**config.mk**
```make
export PLATFORM = sky130hd
export DESIGN_NAME = program_sequencer_flat
export DESIGN_NICKNAME = d
export VERILOG_FILES = /design/src/rtl/program_sequencer_if.sv /design/src/rtl/program_sequencer.sv /design/src/flat_wrapper.sv
export SDC_FILE = /design/constraint.sdc
export NUM_CORES = 1
export LEC_CHECK = 0
export CAP_MARGIN = 0
export CORE_ASPECT_RATIO = 1.2
export CORE_MARGIN = 2
export CORE_UTILIZATION = 40
export CTS_CLUSTER_SIZE = 40
export DETAILED_ROUTE_END_ITERATION = 16
export SLEW_MARGIN = 20
export SYNTH_ARGS = -nofsm -noshare
export SYNTH_HDL_FRONTEND = slang
export SYNTH_SLANG_ARGS = --single-unit
export TNS_END_PERCENT = 1
```
**constraint.sdc**
```tcl
create_clock -name Clock -period 5.14 [get_ports Clock]
set_input_delay 0.514 -clock Clock [delete_from_list [all_inputs] [get_ports Clock]]
set_output_delay 0.514 -clock Clock [all_outputs]
set_load 0.05 [all_outputs]
```
**src/rtl/program_sequencer_if.sv**
```systemverilog
// Host/processor-facing signal bundle of the program sequencer: program load, start/length, DIN/Run/Done handshake and status.
interface program_sequencer_if #(
   parameter int AW = 4,
   parameter int DW = 16
);
   logic          WrEn;
   logic [AW-1:0] WrAddr;
   logic [DW-1:0] WrData;
   logic          Start;
   logic [AW:0]   Length;
   logic          Done;
   logic [DW-1:0] DIN;
   logic          Run;
   logic          Busy;
   logic          Finished;
   logic          Error;
   logic [AW-1:0] PC;

   modport master (
      output WrEn, WrAddr, WrData, Start, Length, Done,
      input  DIN, Run, Busy, Finished, Error, PC
   );

   modport slave (
      input  WrEn, WrAddr, WrData, Start, Length, Done,
      output DIN, Run, Busy, Finished, Error, PC
   );
endinterface

```
**src/rtl/program_sequencer.sv**
```systemverilog
// Issues words 0..Length-1 of a loadable program on DIN with Run high, one per Done; Run low for GAP+FETCH between words.
// Start->Run 2 cycles; Done->next Run 3 cycles; Start/WrEn ignored while Busy; Run aborts after TIMEOUT cycles without Done.
module program_sequencer #(
   parameter int AW      = 4,
   parameter int DW      = 16,
   parameter int TIMEOUT = 15
) (
   input logic              Clock,
   input logic              Resetn,
   program_sequencer_if.slave bus
);
   typedef enum logic [1:0] {IDLE, FETCH, ISSUE, GAP} state_t;

   state_t        state, state_nxt;
   logic [DW-1:0] mem [2**AW];
   logic [AW:0]   len;
   logic [AW-1:0] pc;
   logic [7:0]    cnt;
   logic [DW-1:0] din;
   logic          finished;
   logic          error;
   logic          run;
   logic          busy;
   logic          last_word;
   logic          timeout_hit;

   // Compare in AW+1 bits so a full-depth program completes even though pc wraps.
   assign last_word   = (({1'b0, pc} + (AW+1)'(1)) == len);
   assign timeout_hit = (cnt == 8'(TIMEOUT - 1));

   always_ff @(posedge Clock) begin
      if (!Resetn) state <= IDLE;
      else         state <= state_nxt;
   end

   always_comb begin
      state_nxt = state;
      run       = 1'b0;
      busy      = 1'b1;
      unique case (state)
         IDLE: begin
            busy = 1'b0;
            if (bus.Start && (bus.Length != '0)) state_nxt = FETCH;
         end
         FETCH: state_nxt = ISSUE;
         ISSUE: begin
            run = 1'b1;
            if (bus.Done)       state_nxt = GAP;
            else if (timeout_hit) state_nxt = IDLE;
         end
         GAP: state_nxt = last_word ? IDLE : FETCH;
         default: state_nxt = IDLE;
      endcase
   end

   always_ff @(posedge Clock) begin
      if (!Resetn) begin
         din      <= '0;
         pc       <= '0;
         len      <= '0;
         cnt      <= '0;
         finished <= 1'b0;
         error    <= 1'b0;
      end else begin
         finished <= 1'b0;
         unique case (state)
            IDLE: begin
               if (bus.Start) begin
                  len      <= bus.Length;
                  pc       <= '0;
                  error    <= 1'b0;
                  finished <= (bus.Length == '0);
               end
            end
            FETCH: begin
               din <= mem[pc];
               cnt <= '0;
            end
            ISSUE: begin
               cnt <= cnt + 8'd1;
               if (!bus.Done && timeout_hit) error <= 1'b1;
            end
            GAP: begin
               pc <= pc + AW'(1);
               if (last_word) finished <= 1'b1;
            end
            default: ;
         endcase
      end
   end

   // Program memory survives reset; writes land the same edge Start is taken, so FETCH sees them.
   always_ff @(posedge Clock) begin
      if (Resetn && (state == IDLE) && bus.WrEn) mem[bus.WrAddr] <= bus.WrData;
   end

   assign bus.DIN      = din;
   assign bus.Run      = run;
   assign bus.Busy     = busy;
   assign bus.Finished = finished;
   assign bus.Error    = error;
   assign bus.PC       = pc;
endmodule
```
**src/flat_wrapper.sv**
```systemverilog
// flat-port wrapper written by rule: the top's interface ports become plain ports
module program_sequencer_flat 
#(
   parameter int AW      = 4,
   parameter int DW      = 16,
   parameter int TIMEOUT = 15
)
  (Clock, Resetn, bus_WrEn, bus_WrAddr, bus_WrData, bus_Start, bus_Length, bus_Done, bus_DIN, bus_Run, bus_Busy, bus_Finished, bus_Error, bus_PC);
  program_sequencer_if #(.AW(AW), .DW(DW)) bus_i ();
  input logic Clock;
  input logic Resetn;
  input wire logic [$bits(bus_i.WrEn)-1:0] bus_WrEn;
  input wire logic [$bits(bus_i.WrAddr)-1:0] bus_WrAddr;
  input wire logic [$bits(bus_i.WrData)-1:0] bus_WrData;
  input wire logic [$bits(bus_i.Start)-1:0] bus_Start;
  input wire logic [$bits(bus_i.Length)-1:0] bus_Length;
  input wire logic [$bits(bus_i.Done)-1:0] bus_Done;
  output wire logic [$bits(bus_i.DIN)-1:0] bus_DIN;
  output wire logic [$bits(bus_i.Run)-1:0] bus_Run;
  output wire logic [$bits(bus_i.Busy)-1:0] bus_Busy;
  output wire logic [$bits(bus_i.Finished)-1:0] bus_Finished;
  output wire logic [$bits(bus_i.Error)-1:0] bus_Error;
  output wire logic [$bits(bus_i.PC)-1:0] bus_PC;
  assign bus_i.WrEn = bus_WrEn;
  assign bus_i.WrAddr = bus_WrAddr;
  assign bus_i.WrData = bus_WrData;
  assign bus_i.Start = bus_Start;
  assign bus_i.Length = bus_Length;
  assign bus_i.Done = bus_Done;
  assign bus_DIN = bus_i.DIN;
  assign bus_Run = bus_i.Run;
  assign bus_Busy = bus_i.Busy;
  assign bus_Finished = bus_i.Finished;
  assign bus_Error = bus_i.Error;
  assign bus_PC = bus_i.PC;
  program_sequencer #(.AW(AW), .DW(DW), .TIMEOUT(TIMEOUT)) u_core (.Clock(Clock), .Resetn(Resetn), .bus(bus_i));
endmodule
```
==> results.ini <==
[outcome]
status=complete, no violations

[power_and_ir_drop]
internal_power_mw=3.898
p_seq_share_pct=52.6
combPwrFrac_pct=10.7
p_leak_nw=4.057
power_switching_mw=1.223
clockPowerShare_pct=36.8
p_sw_share_pct=23.88
ir_drop_v=0.0002088
power_density_nw_per_um2=382.8

[sta]
setup_viol=0
fin_ws_ns=2.145
finalHoldViolCount=0
setup-tns-final_ns=0
rsz0062_at_grt=no
relSlewSlack_pct=30.11
worst_pin_slew_ns=1.047
timing.final.crit_share_pct=58.27
fmax_mhz=333.9
fin_crit_ns=2.995
slew_violations=0
skew_ns=0.01894

[setup_path]
critPathBufInv=1
timing.rr.start=u_core.state[0]
critPathRequiredTime_ns=4.63
worstPathMaxFanout=51
critPathKind=flop to output pin
cp.arrival_ns=2.48
cp_slowest_cell=dfxtp_4
crit_start=u_core.bus.PC[0]
cp-start-kind=flop
r2r_end=u_core.mem[9][7]
path_cells=clkdlybuf4s50_1
cp_num_cells=1
rrSetupSlack_ns=2.38
ff2ff_path_depth=5
end_kind=output pin
slowest_delay_ns=0.98
cp_top_family=flip-flops
critPathCapture=bus_PC[0]

[grt]
antenna_found_initial=0
grt_pass1_vias=6124
grt.overflow.total=0
grt_max_degree=84
track_usage_pct=15.84
grt_pass1_wl_um=36700

[synthesis]
yosys_warnings=0
yosysTopAreaCellShare_pct=66.14
synth_cells=751
synth_area_um2=11620
syn-num-nets=788
yosys.area.top_type=edfxtp_1
synth_ff_type=edfxtp_1
ys_seq_area_share_pct=72.52
synthDistinctLibCells=43
avgSynthCellArea_um2=15.48
ys_ff_latch=293
synth_area_leaders=edfxtp_1 (66%), mux2i_1 (11%), dfxtp_1 (6.4%)
synth_edf_count=256
async_reset_ff_share_pct=0

[place]
routabilityCongestion=0.8038
dp_slack_ns=2.106
port_buffers=53
postPlaceCellArea_um2=12540
hpwlAfterDp_um=14740

[clock_tree]
htreeDepth=1
cts_buffers=28
cts_setup_buffers=0
clockBufferDepth=3
cts.sinks=293
clk_latency_ns=0.53
clockRootBuffer=clkbuf_16
clkTransAtPathRegs_ns=0.06
ctsHoldBuffers=0
post_cts_resized=0
tritoncts=done

[drt]
wirelength_um=24410
ant_nets=0
vias=6270
wl_per_cell_um=20.14
first_pass_iters=5
drt_iter0_markers=336
drc=0
via_per_inst=5.173

[final_layout]
multi_input_area_um2=2992
fillers=2490
area_growth_syn_to_layout_pct=15.11
design_area_um2=13380
regArea_um2=8432
drive_gt1_share_pct=8.464
fin_util_pct=46.66
antennaDiodeCount=0
final_common_cell=edfxtp_1
fin_nets=842
mostFrequentLayoutCells=edfxtp_1 (256), mux2i_1 (129), nand2_1 (56), clkdlybuf4s50_1 (53)

[floorplan]
die_area_um2=30440
initial_core_util_pct=40.53
core_area_um2=28670
fp-row-count=68
die_height_um=190.7
boundaryPins=54
die_w_um=159.6

[min_path]
hp-class=flop to flop

[job]
maxCapViolations=0

## flip-flops by register name (all words and copies together), names as in the netlist
register             flops
u_core.bus.PC            4
u_core.state             2
u_core.cnt               8
u_core.bus.Finished      1
u_core.bus.Error         1
u_core.mem             256
u_core.bus.DIN          16
u_core.len               5
## cell families (layout without fill, tap and decap cells)
family          count (synthesis)  in the layout  share of synthesized area [%]
fa+ha+maj                       7              7                         0.7535
xor+xnor                        9              9                         0.6782
compound gates                 89             89                          5.351
flops                         293            293                          72.52
simple gates                  180            180                          7.353
buf+inv                        44            120                          2.239
mux                           129            129                          11.11
## routing by layer
metal  global-route usage, %  share of wire (%)
met1                   19.23                 41
met2                   28.44                 51
met3                   2.153                3.9
met4                   6.538                3.8
met5                       0                  0
## Yosys cell counts (2+ instances only)
master / n
a21oi_1: 22
edfxtp_1: 256
buf_6: 6
nor2b_1: 8
xnor2_1: 4
nor2_1: 29
o21ai_0: 6
a22oi_1: 49
nor3_1: 9
and2_1: 2
clkbuf_1: 7
nand4_1: 10
buf_2: 16
o21ai_1: 2
nor3b_1: 2
mux2i_1: 129
nand2_1: 56
xor2_1: 5
dfxtp_1: 37
or3_1: 4
buf_4: 8
nor4_1: 2
o211ai_1: 2
inv_1: 6
nand3_1: 49
nand2b_1: 2
ha_1: 7
## worst min-delay path by stage
stage	from	to	slack, ns	cells past startpoint
final	u_core.bus.DIN[13]	u_core.bus.DIN[13]	0.46	2
after global placement	u_core.bus.DIN[13]	u_core.bus.DIN[13]	0.44	2
after floorplan	u_core.len[3]	u_core.len[3]	0.45	2
after global routing	u_core.bus.DIN[0]	u_core.bus.DIN[0]	0.49	2
after CTS	u_core.bus.DIN[13]	u_core.bus.DIN[13]	0.46	2
after detailed placement	u_core.bus.DIN[13]	u_core.bus.DIN[13]	0.45	2
## cell type report
class | instances | area share [%]
Inverter | 6 | 0.1683
Sequential cell | 293 | 63.02
Clock inverter | 7 | 0.2619
Multi-Input combinational cell | 414 | 22.36
Clock buffer | 45 | 6.023
Tap cell | 385 | 3.600
Timing Repair Buffer | 62 | 4.564
## power by group through the flow
| stage | sequential (mW) | combinational (mW) | clock, mW |
|---|---|---|---|
| after floorplan | 2.82 | 0.267 | 0 |
| after global placement | 2.74 | 0.548 | 0 |
| after detailed placement | 2.75 | 0.552 | 0 |
| after CTS | 2.69 | 0.553 | 1.92 |
| after global routing | 2.70 | 0.588 | 2.01 |
| final | 2.69 | 0.546 | 1.88 |
## per-stage QoR
step	instances	hold slack [ns]	power, mW
final	1212	0.4557	5.121
after global routing	1212	0.4941	5.302
after CTS	1212	0.4610	5.164
after detailed placement	1160	0.4471	3.297
after global placement	1160	0.4391	3.293
after floorplan	751	0.4478	3.089
Power figures use the tool's default switching activity.
